--- src/rtl/serial_to_parallel_pkg.sv ---
// Shared constants for the serial_to_parallel deserializer.
// Holds the FSM encodings and the counter-width helper.
package serial_to_parallel_pkg;

  localparam int DEFAULT_WIDTH = 32'sd8;

  localparam logic [1:0] S_IDLE  = 2'd0;
  localparam logic [1:0] S_SHIFT = 2'd1;
  localparam logic [1:0] S_STALL = 2'd2;

  // Smallest r with 2**r >= value; sizes bit_count.
  function automatic int clog2(input int value);
    int r;
    r = 32'sd0;
    for (int i = 0; i < 31; i++) begin
      if ((32'sd1 << i) < value) begin
        r = i + 32'sd1;
      end else begin
        r = r;
      end
    end
    return r;
  endfunction

endpackage

--- src/rtl/serial_to_parallel_if.sv ---
// Serial input and parallel output handshake of the deserializer.
// slave is the deserializer side, master is the producer/consumer side.
interface serial_to_parallel_if
  import serial_to_parallel_pkg::*;
#(
  parameter int WIDTH = DEFAULT_WIDTH
);
  localparam int CW = clog2(WIDTH);

  logic             in_bit;
  logic             in_valid;
  logic             in_ready;
  logic [WIDTH-1:0] out_data;
  logic             out_valid;
  logic             out_ready;
  logic [CW-1:0]    bit_count;

  modport master (
    output in_bit, in_valid, out_ready,
    input  in_ready, out_data, out_valid, bit_count
  );

  modport slave (
    input  in_bit, in_valid, out_ready,
    output in_ready, out_data, out_valid, bit_count
  );
endinterface

--- src/rtl/serial_to_parallel_shift_core.sv ---
// sipo_shift_core: shift register and bit counter with bit-order steering.
// word is the assembled word including the bit presented this cycle.
module sipo_shift_core
  import serial_to_parallel_pkg::*;
#(
  parameter int WIDTH     = DEFAULT_WIDTH,
  parameter bit MSB_FIRST = 1'b1,
  parameter int CW        = clog2(WIDTH)
) (
  input  logic             clk,
  input  logic             clear_n,
  input  logic             sync_clear,
  input  logic             shift_en,
  input  logic             in_bit,
  output logic [CW-1:0]    bit_count,
  output logic             word_done,
  output logic [WIDTH-1:0] word
);
  localparam logic [CW-1:0] LAST = CW'(WIDTH - 1);

  logic [WIDTH-1:0] shift_r;
  logic [CW-1:0]    count_r;

  // Steer the incoming bit into the low or high end of the word.
  always_comb begin
    word = '0;
    if (MSB_FIRST) begin
      word = {shift_r[WIDTH-2:0], in_bit};
    end else begin
      word = {in_bit, shift_r[WIDTH-1:1]};
    end
  end

  assign word_done = shift_en && (count_r == LAST);
  assign bit_count = count_r;

  // Shift state: clears when a word completes, holds on gaps.
  always_ff @(posedge clk or negedge clear_n) begin
    if (!clear_n) begin
      shift_r <= '0;
      count_r <= '0;
    end else if (sync_clear) begin
      shift_r <= '0;
      count_r <= '0;
    end else if (word_done) begin
      shift_r <= '0;
      count_r <= '0;
    end else if (shift_en) begin
      shift_r <= word;
      count_r <= count_r + CW'(1);
    end else begin
      shift_r <= shift_r;
      count_r <= count_r;
    end
  end
endmodule

--- src/rtl/serial_to_parallel.sv ---
// Deserializer top: one-entry output buffer, valid/ready handshake and FSM.
// in_ready depends only on registered state, never on out_ready.
module serial_to_parallel
  import serial_to_parallel_pkg::*;
#(
  parameter int WIDTH     = DEFAULT_WIDTH,
  parameter bit MSB_FIRST = 1'b1
) (
  input  logic                clk,
  input  logic                clear_n,
  input  logic                sync_clear,
  serial_to_parallel_if.slave bus
);
  localparam int            CW     = clog2(WIDTH);
  localparam logic [CW-1:0] LAST   = CW'(WIDTH - 1);
  localparam logic [CW-1:0] PENULT = CW'(WIDTH - 2);

  logic             in_ready_s;
  logic             accept_s;
  logic             drain_s;
  logic             word_done_s;
  logic [WIDTH-1:0] word_s;
  logic [CW-1:0]    bit_count_s;
  logic             valid_nxt_s;
  logic             last_slot_nxt_s;
  logic [WIDTH-1:0] out_data_r;
  logic             out_valid_r;
  logic [1:0]       state_r;
  logic [1:0]       state_nxt_s;

  assign in_ready_s = !((bit_count_s == LAST) && out_valid_r);
  assign accept_s   = bus.in_valid && in_ready_s;
  assign drain_s    = out_valid_r && bus.out_ready;

  sipo_shift_core #(
    .WIDTH     (WIDTH),
    .MSB_FIRST (MSB_FIRST),
    .CW        (CW)
  ) u_core (
    .clk        (clk),
    .clear_n    (clear_n),
    .sync_clear (sync_clear),
    .shift_en   (accept_s),
    .in_bit     (bus.in_bit),
    .bit_count  (bit_count_s),
    .word_done  (word_done_s),
    .word       (word_s)
  );

  // Output buffer: load on word completion, drop valid on drain.
  always_ff @(posedge clk or negedge clear_n) begin
    if (!clear_n) begin
      out_data_r  <= '0;
      out_valid_r <= 1'b0;
    end else if (sync_clear) begin
      out_data_r  <= '0;
      out_valid_r <= 1'b0;
    end else if (word_done_s) begin
      out_data_r  <= word_s;
      out_valid_r <= 1'b1;
    end else if (drain_s) begin
      out_data_r  <= out_data_r;
      out_valid_r <= 1'b0;
    end else begin
      out_data_r  <= out_data_r;
      out_valid_r <= out_valid_r;
    end
  end

  // Next state tracks the post-edge bit_count/out_valid decode.
  always_comb begin
    valid_nxt_s     = out_valid_r;
    last_slot_nxt_s = 1'b0;
    state_nxt_s     = state_r;
    if (word_done_s) begin
      valid_nxt_s = 1'b1;
    end else if (drain_s) begin
      valid_nxt_s = 1'b0;
    end else begin
      valid_nxt_s = out_valid_r;
    end
    if (accept_s) begin
      last_slot_nxt_s = (bit_count_s == PENULT);
    end else begin
      last_slot_nxt_s = (bit_count_s == LAST);
    end
    case (state_r)
      S_IDLE: begin
        if (accept_s) begin
          state_nxt_s = (last_slot_nxt_s && valid_nxt_s) ? S_STALL : S_SHIFT;
        end else begin
          state_nxt_s = S_IDLE;
        end
      end
      S_SHIFT: begin
        if (word_done_s) begin
          state_nxt_s = S_IDLE;
        end else if (last_slot_nxt_s && valid_nxt_s) begin
          state_nxt_s = S_STALL;
        end else begin
          state_nxt_s = S_SHIFT;
        end
      end
      S_STALL: begin
        if (drain_s) begin
          state_nxt_s = S_SHIFT;
        end else begin
          state_nxt_s = S_STALL;
        end
      end
      default: begin
        state_nxt_s = S_IDLE;
      end
    endcase
  end

  // FSM register.
  always_ff @(posedge clk or negedge clear_n) begin
    if (!clear_n) begin
      state_r <= S_IDLE;
    end else if (sync_clear) begin
      state_r <= S_IDLE;
    end else begin
      state_r <= state_nxt_s;
    end
  end

  assign bus.in_ready  = in_ready_s;
  assign bus.out_data  = out_data_r;
  assign bus.out_valid = out_valid_r;
  assign bus.bit_count = bit_count_s;
endmodule

--- src/flat_wrapper.sv ---
// flat-port wrapper written by rule: the top's interface ports become plain ports
module serial_to_parallel_flat import serial_to_parallel_pkg::*;
#(
  parameter int WIDTH     = DEFAULT_WIDTH,
  parameter bit MSB_FIRST = 1'b1
)
  (clk, clear_n, sync_clear, bus_in_bit, bus_in_valid, bus_out_ready, bus_in_ready, bus_out_data, bus_out_valid, bus_bit_count);
  serial_to_parallel_if #(.WIDTH(WIDTH)) bus_i ();
  input  logic clk;
  input  logic clear_n;
  input  logic sync_clear;
  input wire logic [$bits(bus_i.in_bit)-1:0] bus_in_bit;
  input wire logic [$bits(bus_i.in_valid)-1:0] bus_in_valid;
  input wire logic [$bits(bus_i.out_ready)-1:0] bus_out_ready;
  output wire logic [$bits(bus_i.in_ready)-1:0] bus_in_ready;
  output wire logic [$bits(bus_i.out_data)-1:0] bus_out_data;
  output wire logic [$bits(bus_i.out_valid)-1:0] bus_out_valid;
  output wire logic [$bits(bus_i.bit_count)-1:0] bus_bit_count;
  assign bus_i.in_bit = bus_in_bit;
  assign bus_i.in_valid = bus_in_valid;
  assign bus_i.out_ready = bus_out_ready;
  assign bus_in_ready = bus_i.in_ready;
  assign bus_out_data = bus_i.out_data;
  assign bus_out_valid = bus_i.out_valid;
  assign bus_bit_count = bus_i.bit_count;
  serial_to_parallel #(.WIDTH(WIDTH), .MSB_FIRST(MSB_FIRST)) u_core (.clk(clk), .clear_n(clear_n), .sync_clear(sync_clear), .bus(bus_i));
endmodule
--- config.mk ---
export PLATFORM = sky130hd
export DESIGN_NAME = serial_to_parallel_flat
export DESIGN_NICKNAME = d
export VERILOG_FILES = /design/src/rtl/serial_to_parallel_pkg.sv /design/src/rtl/serial_to_parallel_if.sv /design/src/rtl/serial_to_parallel_shift_core.sv /design/src/rtl/serial_to_parallel.sv /design/src/flat_wrapper.sv
export SDC_FILE = /design/constraint.sdc
export NUM_CORES = 1
export LEC_CHECK = 0
export CAP_MARGIN = 0
export CORE_ASPECT_RATIO = 1.2
export CORE_MARGIN = 10
export CORE_UTILIZATION = 43
export CTS_CLUSTER_DIAMETER = 150
export DETAILED_ROUTE_END_ITERATION = 10
export PLACE_DENSITY = 0.77
export SLEW_MARGIN = 0
export SYNTH_ARGS = -nofsm -noshare
export SYNTH_HDL_FRONTEND = slang
export SYNTH_SLANG_ARGS = --single-unit
--- constraint.sdc ---
create_clock -name clk -period 1.48 [get_ports clk]
set_clock_uncertainty 0.2 [all_clocks]
set_input_delay 0.296 -clock clk [delete_from_list [all_inputs] [get_ports clk]]
set_output_delay 0.296 -clock clk [all_outputs]
set_load 0.02 [all_outputs]
== Yosys cells after proc, flatten, opt, wreduce, memory -nomap -nowiden ==
Index checks and enable logic that the tools add are counted.
Widths: inputs -> output; s select.
Storage, ports and cells
  register bits after elaboration: 19
  output and inout port bits: 13
  logic and storage cells: 25
Operators by class
  reduce and logical (&&, ||, !) cells: 8
  multiplexer cells: 11
  equal/unequal tests: 1
  add/sub/neg operators: 1
Operators by type and width (count)
  $mux 7: 3
  $mux 8: 2
  $mux 3: 3
  $reduce_bool 3->1: 2
  $logic_and 1x1->1: 4
  $add 3x1->3 const B: 1
  $eq 3x3->1 const B: 1
  $mux 1: 3
  $reduce_bool 2->1: 1
  $logic_not 1->1: 1

== Logic depth before layout (Yosys ltp) ==
Gate-level depths: netlist of the first run.
  depth after elaboration: 7
  mapped depth: 5

== By module ==
From an unflattened synthesis of the first run, not the netlist that was laid out.
Unflattened totals
  cell total of the unflattened synthesis: 63
  area, all modules: 829.5 µm²
By module, submodules not included
  sipo_shift_core: cells each 31, instances 1, area each 450.4 µm², sequential area each 250.2 µm²
  serial_to_parallel: cells each 32, instances 1, area each 379.1 µm², sequential area each 225.2 µm²

== Worst setup path before layout of the first run ==
No wires, ideal clock.
  path kind: register -> register
  start point: reg u_core.u_core.count_r[0], in the netlist u_core.u_core.bit_count[0]
  end point: reg u_core.u_core.count_r[1], in the netlist u_core.u_core.bit_count[1]
  data required time: 1201 ps
  slack: -242 ps
  arrival: 1443 ps
  stages on the path, launching flop included: 5
  path buffers: 0
  period minus slack after synthesis: 1722 ps
  cells stage by stage: dfrtp_1 ha_1 ha_1 a21boi_2 mux2i_1
Between the ends
  cells in the longest elaborated chain, start to end: 7
Ends and longest elaborated chain
  start, declared: RTL line serial_to_parallel_shift_core.sv:22  | logic [CW-1:0] count_r;
  start signal, assigned: RTL line serial_to_parallel_shift_core.sv:50  | count_r <= count_r + CW'(1);
  start signal, assigned: RTL line serial_to_parallel_shift_core.sv:53  | count_r <= count_r;
  branches (longest 7 deep; another with $add 3x1->3)
Several ways; the timed one is not identified. The select of a mux whose other input is x is not followed.
A chain may end at the register's enable or synchronous reset.

== Final worst setup path of the first run ==
  start point: reg u_core.u_core.count_r[0], in the netlist u_core.u_core.bit_count[0]
  end point: out bus_in_ready
Between the ends
  cells in the longest elaborated chain, start to end: 3
Ends and longest elaborated chain
  $eq 3x3->1: RTL line serial_to_parallel.sv:31  | assign in_ready_s = !((bit_count_s == LAST) && out_valid_r);
  $logic_and 1x1->1: RTL line serial_to_parallel.sv:31
  $logic_not 1->1: RTL line serial_to_parallel.sv:31
  end, declared: RTL line flat_wrapper.sv:15  | output wire logic [$bits(bus_i.in_ready)-1:0] bus_in_ready;
Every way passes these cells.

==> metrics.md, run 1 <==
| Metric | Value |
|---|---|
| Status | `complete, but fails checks` |
| Failing checks | `negative setup slack` |
| First-pass GRT wire length | `3190 um` |
| Hold-fix buffer count after cts | `0` |
| Die X | `60.9 um` |
| Hold/Removal Path Class | `input port to async pin` |
| Fin. max-slew vios | `0` |
| Clock H-tree levels | `1` |
| Layout overhead on the synthesized area | `41.0%` |
| Main combinational cell family by area after synthesis | `simple AND/OR/NAND/NOR gates` |
| Post-DP Area | `0.00118 mm^2` |
| WL/cell | `approximately 15 um` |
| Diode count | `0` |
| Post-Syn Area | `863 um^2` |
| Die H | `approximately 69 um` |
| Final HPWL DP | `1390 um` |
| CP Class | `register to primary output` |
| XOR/XNOR Fraction of Synth Area | `0%` |
| Clock sinks | `19` |
| Die area | `0.00421 mm^2` |
| Startpoint Class | `register` |
| Design area | `approximately 0.0012 mm^2` |
| Initial DRC Count | `11` |
| Site Rows | `17` |
| Crit Path Max Fanout | `2` |
| Share of layout cells above drive strength 1 | `about two fifths` |
| CTS clk-pin slew, worst paths | `0.10 ns` |
| GRT Total Usage | `approximately a tenth` |
| TritonCTS clock tree | `done` |
| Largest net degree at the start of global routing | `20` |
| I/O pin cnt | `19` |
| WP data arrival | `1.22 ns` |
| Tightest Pin Transition | `0.242 ns` |
| Fin Hold WS | `0.116 ns` |
| Worst Setup End Kind | `primary output` |
| Syn avg cell area | `12.0 um^2` |
| Netlist cell types | `15` |
| Placed Instances | `118` |
| Slew margin rel. | `83.8%` |
| Final routed DRC violation total | `0` |
| Routability cong. | `just over 0.7` |
| PortBufs | `18` |
| Max VDD drop | `0.665 mV` |
| Post-Synth Simple-Gate Area | `20.0%` |
| Synth warnings | `0` |
| CTS buffer count | `3` |
| Clock tree buffer depth | `2` |
| TritonRoute pass-1 iters | `4` |
| Final Setup Violations | `22` |
| MaxCap Viol Count | `0` |
| CTS root buffer | `clkbuf_4` |
| Post-Synth Adder-Cell Area | `2.90%` |
| Multiplexer area fraction after synthesis | `11.6%` |
| Leak pwr | `between 0.0005 and 0.0006 uW` |
| Final hold vios | `0` |
| Via count | `about 640` |
| Yosys reg bits | `19` |
| Total Wirelength | `~1800 um` |
| Critical R2R Launch | `u_core.u_core.bit_count[0]` |
| Final period utilization | `116%` |
| Vias per cell | `slightly above 5` |
| Setup slack after layout | `-0.240 ns` |
| Reg2reg end | `u_core.bus.out_data[2]` |
| Initial Utilization | `between 40% and 50%` |
| Nets | `roughly 120` |
| Syn Inst Count | `a little over 70` |
| Syn nets | `80` |
| Shortest period the worst path allows | `about 1.7 ns` |
| RSZ-0062 raised after global routing | `true` |
| Grt ovf | `0` |
| Maximum clock frequency | `0.581 GHz` |
| Synth Area in Compound Gates | `7.68%` |
| Critical Path RT | `0.98 ns` |
| Worst-Skew Late Latency | `about 0.30 ns` |
| Seq/Total Area, Yosys | `55.1%` |
| PD cells | `754 mW/mm^2` |
| Worst R2R Path Depth | `5` |
| Number of global-route vias before repair | `between 600 and 700` |
| Initial antenna violation count | `0` |
| Antenna-violating nets left | `0` |
| Reg2reg setup slack | `-0.17 ns` |
| Core area | `0.00187 mm^2` |
| Finished Layout Cells | `125` |
Yosys cell counts:
cell type | number | share of area (%)
nand2b_1 | 22 | 16
dfrtp_1 | 19 | 55
mux2i_1 | 10 | 12
o22ai_1 | 8 | 5.8
clkbuf_1 | 2 | 0.87
ha_1 | 2 | 2.9
a21boi_2 | 1 | 1.3
a21oi_1 | 1 | 0.58
and3b_2 | 1 | 1.2
buf_6 | 1 | 1.3
clkbuf_2 | 1 | 0.58
nand2_1 | 1 | 0.43
nand3b_1 | 1 | 0.87
or2_2 | 1 | 0.73
or2b_1 | 1 | 0.87
power breakdown:
group	total, uW	internal, uW	switching, uW
combinational	124	71.6	52.7
clock	260	105	155
sequential	534	527	6.24
kinds of logic after synthesis:
group | after synthesis
fa+ha+maj | 2
flops | 19
mux | 10
simple gates | 27
buf+inv | 4
compound gates | 10
flip-flops by register name, summed over array words and instances, names as in the netlist:
signal and count:
u_core.bus.out_data 8, u_core.bus.out_valid 1, u_core.u_core.bit_count 3, u_core.u_core.shift_r 7
metal layers:
layer | up-vias | GRT usage (%) | share of wire [%]
li1 | 313 | - | -
met2 | 9 | 14.6 | 51
met4 | 0 | 4.38 | 1.8
met3 | 4 | 3.84 | 4.4
met1 | 309 | 11.7 | 42
met5 | - | 0 | 0
critical path, cell delays in order, from the launching register on:
cell and delay (ns):
dfrtp_2 0.44, ha_4 0.17, ha_4 0.15, nand2_2 0.05, buf_6 0.11
worst max path at each step:
stage | from | endpoint | slack (ns) | cells after the start
6_report | u_core.u_core.bit_count[0] | bus_in_ready | -0.24 | 4
4_1_cts | u_core.u_core.bit_count[0] | bus_in_ready | -0.25 | 4
2_1_floorplan | u_core.u_core.bit_count[1] | u_core.bus.out_data[6] | -0.07 | 5
5_1_grt | u_core.u_core.bit_count[0] | bus_in_ready | -0.29 | 4
3_3_place_gp | u_core.u_core.bit_count[1] | bus_in_ready | -0.38 | 4
3_5_place_dp | u_core.u_core.bit_count[1] | bus_in_ready | -0.40 | 4
stage by stage:
step | setup TNS [ns] | utilization [%] | power (uW) | setup slack, ns
after floorplan | -0.581 | - | 591 | -0.0692
after global placement | -3.15 | 62.8 | 653 | -0.375
after detailed placement | -3.64 | 62.8 | 656 | -0.395
after CTS | -2.93 | 67.2 | 926 | -0.252
after global routing | -4.05 | 65.0 | 968 | -0.292
final | -2.83 | 65.0 | 918 | -0.240
cell type report:
cell class / instances / area [um^2]
multi-input combinational: 49 / 410
sequential: 19 / 478
fill: 153 / 654
clock buffer: 4 / 26.3
timing repair buffer: 34 / 279
tap: 19 / 23.8
cell usage in the layout, fill, tap and decap left out:
cell and instances:
nand2b_1 21, dfrtp_1 17, buf_4 12, mux2i_1 10, o22ai_1 8, buf_2 8, buf_6 8, clkdlybuf4s50_1 5
clkbuf_4 3, ha_4 2, dfrtp_2 2, nand2_2 1, nand2b_4 1, a21boi_4 1, and3b_2 1, nand3b_1 1
or2b_1 1, a21oi_2 1, or2_2 1, clkbuf_1 1, dlygate4sd2_1 1
what timing repair did:
item / in CTS / in global routing
resized for setup: 54 / 11
pin swaps: 1 / 0
buffers inserted: 3 / 1
endpoints found under the setup margin: 31 / 32
Note: power is estimated with default switching activity, not from simulation.
==> inputs of run 2 (changes only) <==
--- a/config.mk
+++ b/config.mk
@@ -8,11 +8,11 @@
 export CAP_MARGIN = 0
 export CORE_ASPECT_RATIO = 1.2
 export CORE_MARGIN = 10
-export CORE_UTILIZATION = 43
+export CORE_UTILIZATION = 48
 export CTS_CLUSTER_DIAMETER = 150
 export DETAILED_ROUTE_END_ITERATION = 10
-export PLACE_DENSITY = 0.77
-export SLEW_MARGIN = 0
+export PLACE_DENSITY = 0.74
+export SLEW_MARGIN = 25
 export SYNTH_ARGS = -nofsm -noshare
 export SYNTH_HDL_FRONTEND = slang
 export SYNTH_SLANG_ARGS = --single-unit
==> constraint.sdc (replaced) <==
create_clock -name clk -period 1.7 [get_ports clk]
set_clock_uncertainty 0.2 [all_clocks]
set_input_delay 0.34 -clock clk [delete_from_list [all_inputs] [get_ports clk]]
set_output_delay 0.34 -clock clk [all_outputs]
set_load 0.02 [all_outputs]
==> metrics.md, run 2 (synthesis results as in run 1) <==
| Metric | Value |
|---|---|
| Status | `complete, but fails checks` |
| Failing checks | `negative setup slack` |
| Reg2reg setup slack | `0.02 ns (+0.19 ns)` |
| TritonRoute pass-1 iters | `4 (unchanged)` |
| Fin Hold WS | `0.163 ns (+0.0463 ns)` |
| Die X | `58.7 um (-3.6%)` |
| Max reg flops | `8 (unchanged)` |
| WL/cell | `15.1 um (+2.5%)` |
| MaxCap Viol Count | `0 (unchanged)` |
| CTS clk-pin slew, worst paths | `0.10 ns (about the same)` |
| Clock tree buffer depth | `2 (unchanged)` |
| Via count | `647 (+1.9%)` |
| Initial antenna violation count | `0 (unchanged)` |
| Die H | `66.5 um (-3.8%)` |
| Vias per cell | `5.44 (+7.0%)` |
| Overall power | `779 uW (-15%)` |
| Final routed DRC violation total | `0 (unchanged)` |
| RSZ-0062 raised after global routing | `true` |
| Final HPWL DP | `1300 um (-6.4%)` |
| WP data arrival | `1.24 ns (+0.02 ns)` |
| Hold/Removal Path Class | `input port to async pin` |
| Clock H-tree levels | `1 (unchanged)` |
| Total Wirelength | `1800 um (-2.4%)` |
| Pre-CTS setup slack | `-0.254 ns (+0.142 ns)` |
| Slew margin rel. | `84.8% (+0.92 points)` |
| Finished Layout Cells | `119 (-4.8%)` |
| I/O pin cnt | `19 (unchanged)` |
| Commonest cells after routing, fill and taps aside | `nand2b_1 (21), dfrtp_1 (19), mux2i_1 (10), buf_4 (10), dlygate4sd2_1 (9)` |
| CP Class | `register to primary output` |
| Nets | `110 (-4.3%)` |
| Shortest period the worst path allows | `1.78 ns` |
| Critical Path RT | `1.16 ns (+0.18 ns)` |
| Maximum clock frequency | `0.562 GHz` |
| Clock sinks | `19 (unchanged)` |
| PortBufs | `18 (unchanged)` |
| Antenna-violating nets left | `0 (unchanged)` |
| GRT Total Usage | `9.95% (+0.23 points)` |
| Leak pwr | `0.000573 uW (-1.1%)` |
| Initial Utilization | `52.0% (+5.8 points)` |
| Routability cong. | `0.682 (-4.5%)` |
| Fillers | `145 (-5.2%)` |
| Diode count | `0 (unchanged)` |
| Post-layout util | `70.2% (+5.1 points)` |
| CTS buffer count | `3 (unchanged)` |
| Startpoint Class | `register` |
| Site Rows | `16 (-1)` |
| Grt ovf | `0 (unchanged)` |
| Layout overhead on the synthesized area | `35.1%` |
| Worst Setup End Kind | `primary output` |
| Final period utilization | `105%` |
| Tightest Pin Transition | `0.229 ns (-0.0138 ns)` |
| Core area | `0.00166 mm^2 (-11%)` |
| Number of global-route vias before repair | `744 (+11%)` |
| Largest net degree at the start of global routing | `24 (+20%)` |
| Worst-Skew Late Latency | `0.29 ns (about the same)` |
| Max VDD drop | `0.549 mV (-17%)` |
| First-pass GRT wire length | `3100 um (-2.8%)` |
| Share of layout cells above drive strength 1 | `24.8% (-14 points)` |
| TritonCTS clock tree | `done` |
| Final hold vios | `0 (unchanged)` |
| PD cells | `668 mW/mm^2 (-11%)` |
| Die area | `0.00390 mm^2 (-7.3%)` |
| Initial DRC Count | `7 (-4)` |
| Final Setup Violations | `1 (-95%)` |
| Commonest non-fill, non-tap cell in the layout | `nand2b_1` |
| CTS root buffer | `clkbuf_4` |
| Setup slack after layout | `-0.0783 ns (+0.161 ns)` |
| Crit Path Max Fanout | `2 (unchanged)` |
| Fin. max-slew vios | `0 (unchanged)` |
| Placed Instances | `113 (-4.2%)` |
## run 2: worst paths after layout
check	depth (start not counted)	end	startpoint
min in group clk	2	u_core.bus.out_data[4]	u_core.bus.out_data[4]
hold / removal	2	u_core.bus.out_data[7]	clear_n
max in group asynchronous	2	u_core.bus.out_data[2]	clear_n
hold reg to reg	2	u_core.bus.out_data[4]	u_core.bus.out_data[4]
setup / recovery	4	bus_in_ready	u_core.u_core.bit_count[1]
setup reg to reg	5	u_core.bus.out_data[2]	u_core.u_core.bit_count[1]
## run 2: repair_timing
action	in CTS	in global routing
resized for setup	22	7
hold buffers	0	0
setup buffers	0	2
pin swaps	1	0
endpoints found under the setup margin	17	11
## run 2: routing by layer
metal / vias to the layer above / global-route usage, % / wire length, um
met4: 0 / 3.45 / 14
met1: 329 / 9.71 / 714
li1: 305 / - / -
met5: - / 0 / 0
met2: 11 / 18.1 / 971
met3: 2 / 4.36 / 97
## run 2: critical path, cell delays in order (launching register included)
cell     delay, ns
dfrtp_1       0.41
ha_2          0.21
ha_4          0.16
nand2_2       0.05
buf_6         0.11
## run 2: where the power goes
part,internal (uW),switching [uW],total [uW],leakage [uW]
sequential,458,4.13,463,0.000263
combinational,50.5,43.7,94.2,0.000295
clock,91.2,131,222,0.0000150
## run 2: final cells by class
type                    count  area, um^2  share of cell area [%]
flip-flops and latches     19         475                    40.8
clock buffers               4        26.3                    2.25
multi-input cells          49         392                    33.6
well taps                  18        22.5                    1.93
repair buffers             29         250                    21.5
## run 2: through the flow
stage | instance area (um^2) | TNS (ns)
2_1_floorplan | 871 | -0.00235
3_3_place_gp | 1130 | -0.241
3_5_place_dp | 1130 | -0.259
4_1_cts | 1150 | -0.0675
5_1_grt | 1170 | -0.258
6_report | 1170 | -0.0783
==> inputs of run 3 (changes only) <==
--- a/config.mk
+++ b/config.mk
@@ -5,13 +5,14 @@
 export SDC_FILE = /design/constraint.sdc
 export NUM_CORES = 1
 export LEC_CHECK = 0
-export CAP_MARGIN = 0
+export ABC_AREA = 1
 export CORE_ASPECT_RATIO = 1.2
 export CORE_MARGIN = 10
-export CORE_UTILIZATION = 48
+export CORE_UTILIZATION = 55
 export CTS_CLUSTER_DIAMETER = 150
 export DETAILED_ROUTE_END_ITERATION = 10
-export PLACE_DENSITY = 0.74
+export DONT_BUFFER_PORTS = 1
+export PLACE_DENSITY = 0.68
 export SLEW_MARGIN = 25
 export SYNTH_ARGS = -nofsm -noshare
 export SYNTH_HDL_FRONTEND = slang
==> metrics.md, run 3 <==
| Metric | Value |
|---|---|
| Status | `complete, but fails checks` |
| Failing checks | `negative setup slack` |
| Fillers | `114 (-21%)` |
| First-pass GRT wire length | `3540 um (+14%)` |
| Max reg flops | `8 (unchanged)` |
| Commonest non-fill, non-tap cell in the layout | `nand3_1` |
| Die area | `0.00361 mm^2 (-7.5%)` |
| Via count | `720 (+11%)` |
| Most Crowded Layer GR | `met2` |
| GRT Total Usage | `12.0% (+2.0 points)` |
| Slew margin rel. | `41.6% (-43 points)` |
| Clock sinks | `19 (unchanged)` |
| Grt met2 use | `19.5% (+1.4 points)` |
| Switching share of total power | `25.1% (+2.1 points)` |
| Hold Crit Depth | `3` |
| Clock share of power | `28.7% (+0.2 points)` |
| Number of global-route vias before repair | `737 (-0.94%)` |
| Leak pwr | `0.000540 uW (-5.8%)` |
| Worst R2R Path Depth | `9 (+4)` |
| Reg2reg setup slack | `0.07 ns (+0.05 ns)` |
| TritonRoute pass-1 iters | `5 (+1)` |
| Gate power share | `10.0% (-2.1 points)` |
| Seq/Total Area, Yosys | `54.0% (-1.1 points)` |
| Share of layout cells above drive strength 1 | `21.1% (-3.7 points)` |
| Main synth FF type | `dfrtp_1` |
| Overall power | `775 uW (-0.54%)` |
| Post-layout util | `71.1% (+0.96 points)` |
| Switching power | `194 uW (+8.4%)` |
| Initial antenna violation count | `0 (unchanged)` |
| Largest area contributor in the netlist | `dfrtp_1` |
| Initial DRC Count | `16 (+9)` |
| Hold/Removal Path Class | `input port to register` |
| Clock tree buffer depth | `2 (unchanged)` |
| Startpoint Class | `register` |
| Syn nets | `108 (+35%)` |
| Site Rows | `15 (-1)` |
| I/O pin cnt | `19 (unchanged)` |
| Post-synth top cells | `nand2_1 (20), nand3_1 (20), dfrtp_1 (19), inv_1 (12), nor2_1 (9)` |
| Netlist cell types | `15 (unchanged)` |
| Die H | `63.8 um (-3.9%)` |
| Final Setup Violations | `1 (unchanged)` |
| Largest net degree at the start of global routing | `20 (-17%)` |
| Area contributors post-synth | `dfrtp_1 (54%), nand3_1 (11%), nand2_1 (8.5%)` |
| Tightest Pin Transition | `0.874 ns (+0.645 ns)` |
| Top cell type's share of synthesized area | `54.0% (-1.1 points)` |
| Shortest period the worst path allows | `1.79 ns (+0.00883 ns)` |
| Yosys reg bits | `19 (unchanged)` |
| Pint | `581 uW (-3.2%)` |
| WL/cell | `16.0 um (+6.1%)` |
| Setup slack after layout | `-0.0871 ns (-0.00883 ns)` |
| Synth warnings | `0 (unchanged)` |
| RSZ-0062 raised after global routing | `true` |
| FFs w/ async S/R, synth | `100% (unchanged)` |
| Placed Instances | `120 (+6.2%)` |
| Clock H-tree levels | `1 (unchanged)` |
| CTS buffer count | `3 (unchanged)` |
| Pre-CTS setup slack | `0.157 ns (+0.410 ns)` |
| Finished Layout Cells | `131 (+10%)` |
| Antenna-violating nets left | `0 (unchanged)` |
| Reg power frac | `61.4% (+2.0 points)` |
| Core area | `0.00148 mm^2 (-11%)` |
| Grt ovf | `0 (unchanged)` |
| Final hold vios | `0 (unchanged)` |
| Hold Path End | `u_core.bus.out_data[2]` |
| Crit Path Max Fanout | `2 (unchanged)` |
| WP data arrival | `1.25 ns (about the same)` |
| Total Wirelength | `2100 um (+17%)` |
| Initial Utilization | `59.4% (+7.5 points)` |
| Routability cong. | `0.773 (+13%)` |
| PortBufs | `0 (-18)` |
| Critical Path RT | `1.16 ns (about the same)` |
| Vias per cell | `5.50 (+1.1%)` |
| Die X | `56.5 um (-3.7%)` |
| Post-Syn Area | `881 um^2 (+2.0%)` |
| Syn Inst Count | `100 (+39%)` |
| Syn avg cell area | `8.81 um^2 (-27%)` |
| CP Class | `register to primary output` |
| Diode count | `0 (unchanged)` |
| Layout overhead on the synthesized area | `19.7%` |
| Post-synth EDFFs | `0 (unchanged)` |
| Worst Setup End Kind | `primary output` |
| Worst hold path startpoint | `sync_clear` |
| GR Util met3 | `3.95% (-0.41 points)` |
| Max VDD drop | `0.578 mV (+5.3%)` |
| Final HPWL DP | `1310 um (+0.85%)` |
| Reg2reg end | `u_core.u_core.bit_count[1]` |
| Final routed DRC violation total | `0 (unchanged)` |
| Nets | `123 (+12%)` |
| PD cells | `735 mW/mm^2 (+10%)` |
| Maximum clock frequency | `0.560 GHz (-0.49%)` |
| Final period utilization | `105% (+0.52 points)` |
| TritonCTS clock tree | `done` |
| CTS clk-pin slew, worst paths | `0.10 ns (about the same)` |
| MaxCap Viol Count | `0 (unchanged)` |
| Fin Hold WS | `0.00214 ns (-0.161 ns)` |
| Commonest cells after routing, fill and taps aside | `nand3_1 (20), nand2_1 (19), dfrtp_1 (18)` |
| CTS root buffer | `clkbuf_4` |
| GR Util met1 | `13.5% (+3.8 points)` |
| Fin. max-slew vios | `0 (unchanged)` |
| Critical R2R Launch | `u_core.u_core.bit_count[1]` |
| Worst-Skew Late Latency | `0.29 ns (about the same)` |
run 3: timing repair:
item,CTS,global route
hold endpoints to repair,24,0
setup endpoints to repair,1,10
pin swaps,1,1
hold buffers,3,0
gates resized for setup,5,5
gates cloned,0,0
setup buffers,2,2
run 3: worst max-delay path: stages, from the launching register on:
cell	delay, ns
dfrtp_2	0.44
ha_4	0.17
ha_4	0.16
nand2_4	0.06
buf_6	0.12
run 3: worst max-delay path by stage:
stage | from | slack [ns] | cells after the start | endpoint
finish | u_core.u_core.bit_count[0] | -0.09 | 4 | bus_in_ready
global route | u_core.u_core.bit_count[0] | -0.14 | 4 | bus_in_ready
CTS | u_core.u_core.bit_count[1] | -0.06 | 4 | bus_in_ready
detailed placement | u_core.u_core.bit_count[0] | 0.16 | 4 | bus_in_ready
global placement | u_core.u_core.bit_count[0] | 0.18 | 4 | bus_in_ready
floorplan | u_core.u_core.bit_count[0] | 0.04 | 7 | u_core.u_core.shift_r[1]
run 3: cells by family (layout without fill, tap and decap cells):
| family | count (synthesis) | in the layout | synth area share, % |
|---|---|---|---|
| AND/OR/NAND/NOR | 54 | 54 | 29.1 |
| flip-flops | 19 | 19 | 54.0 |
| buffers and inverters | 16 | 30 | 8.38 |
| AO/OA/AOI/OAI | 9 | 9 | 5.68 |
| adder cells (fa/ha/maj) | 2 | 2 | 2.84 |
run 3: routing by layer:
layer  vias to the layer above  routed length [um]
met5                         -                   0
met2                        27                1060
li1                        347                   -
met4                         0                  16
met3                         2                 168
met1                       344                 855
run 3: stage by stage:
stage | TNS (ns) | instance area (um^2)
6_report | -0.0871 | 1050
5_1_grt | -0.142 | 1050
4_1_cts | -0.0615 | 1030
3_5_place_dp | 0 | 930
3_3_place_gp | 0 | 930
2_1_floorplan | 0 | 885
run 3: final cells by class:
class	count	area [um^2]	share of cell area [%]
Sequential cell	19	477	45.2
Timing Repair Buffer	14	116	11.0
Tap cell	17	21.3	2.02
Multi-Input combinational cell	65	369	35.0
Inverter	12	45.0	4.27
Clock buffer	4	26.3	2.49
run 3: power by group through the flow:
stage	registers, uW	clock network [uW]	logic (uW)
2_1_floorplan	488	0	39.8
5_1_grt	477	252	86.6
3_5_place_dp	483	0	54.6
3_3_place_gp	483	0	54.5
6_report	476	222	77.3
4_1_cts	476	227	72.3
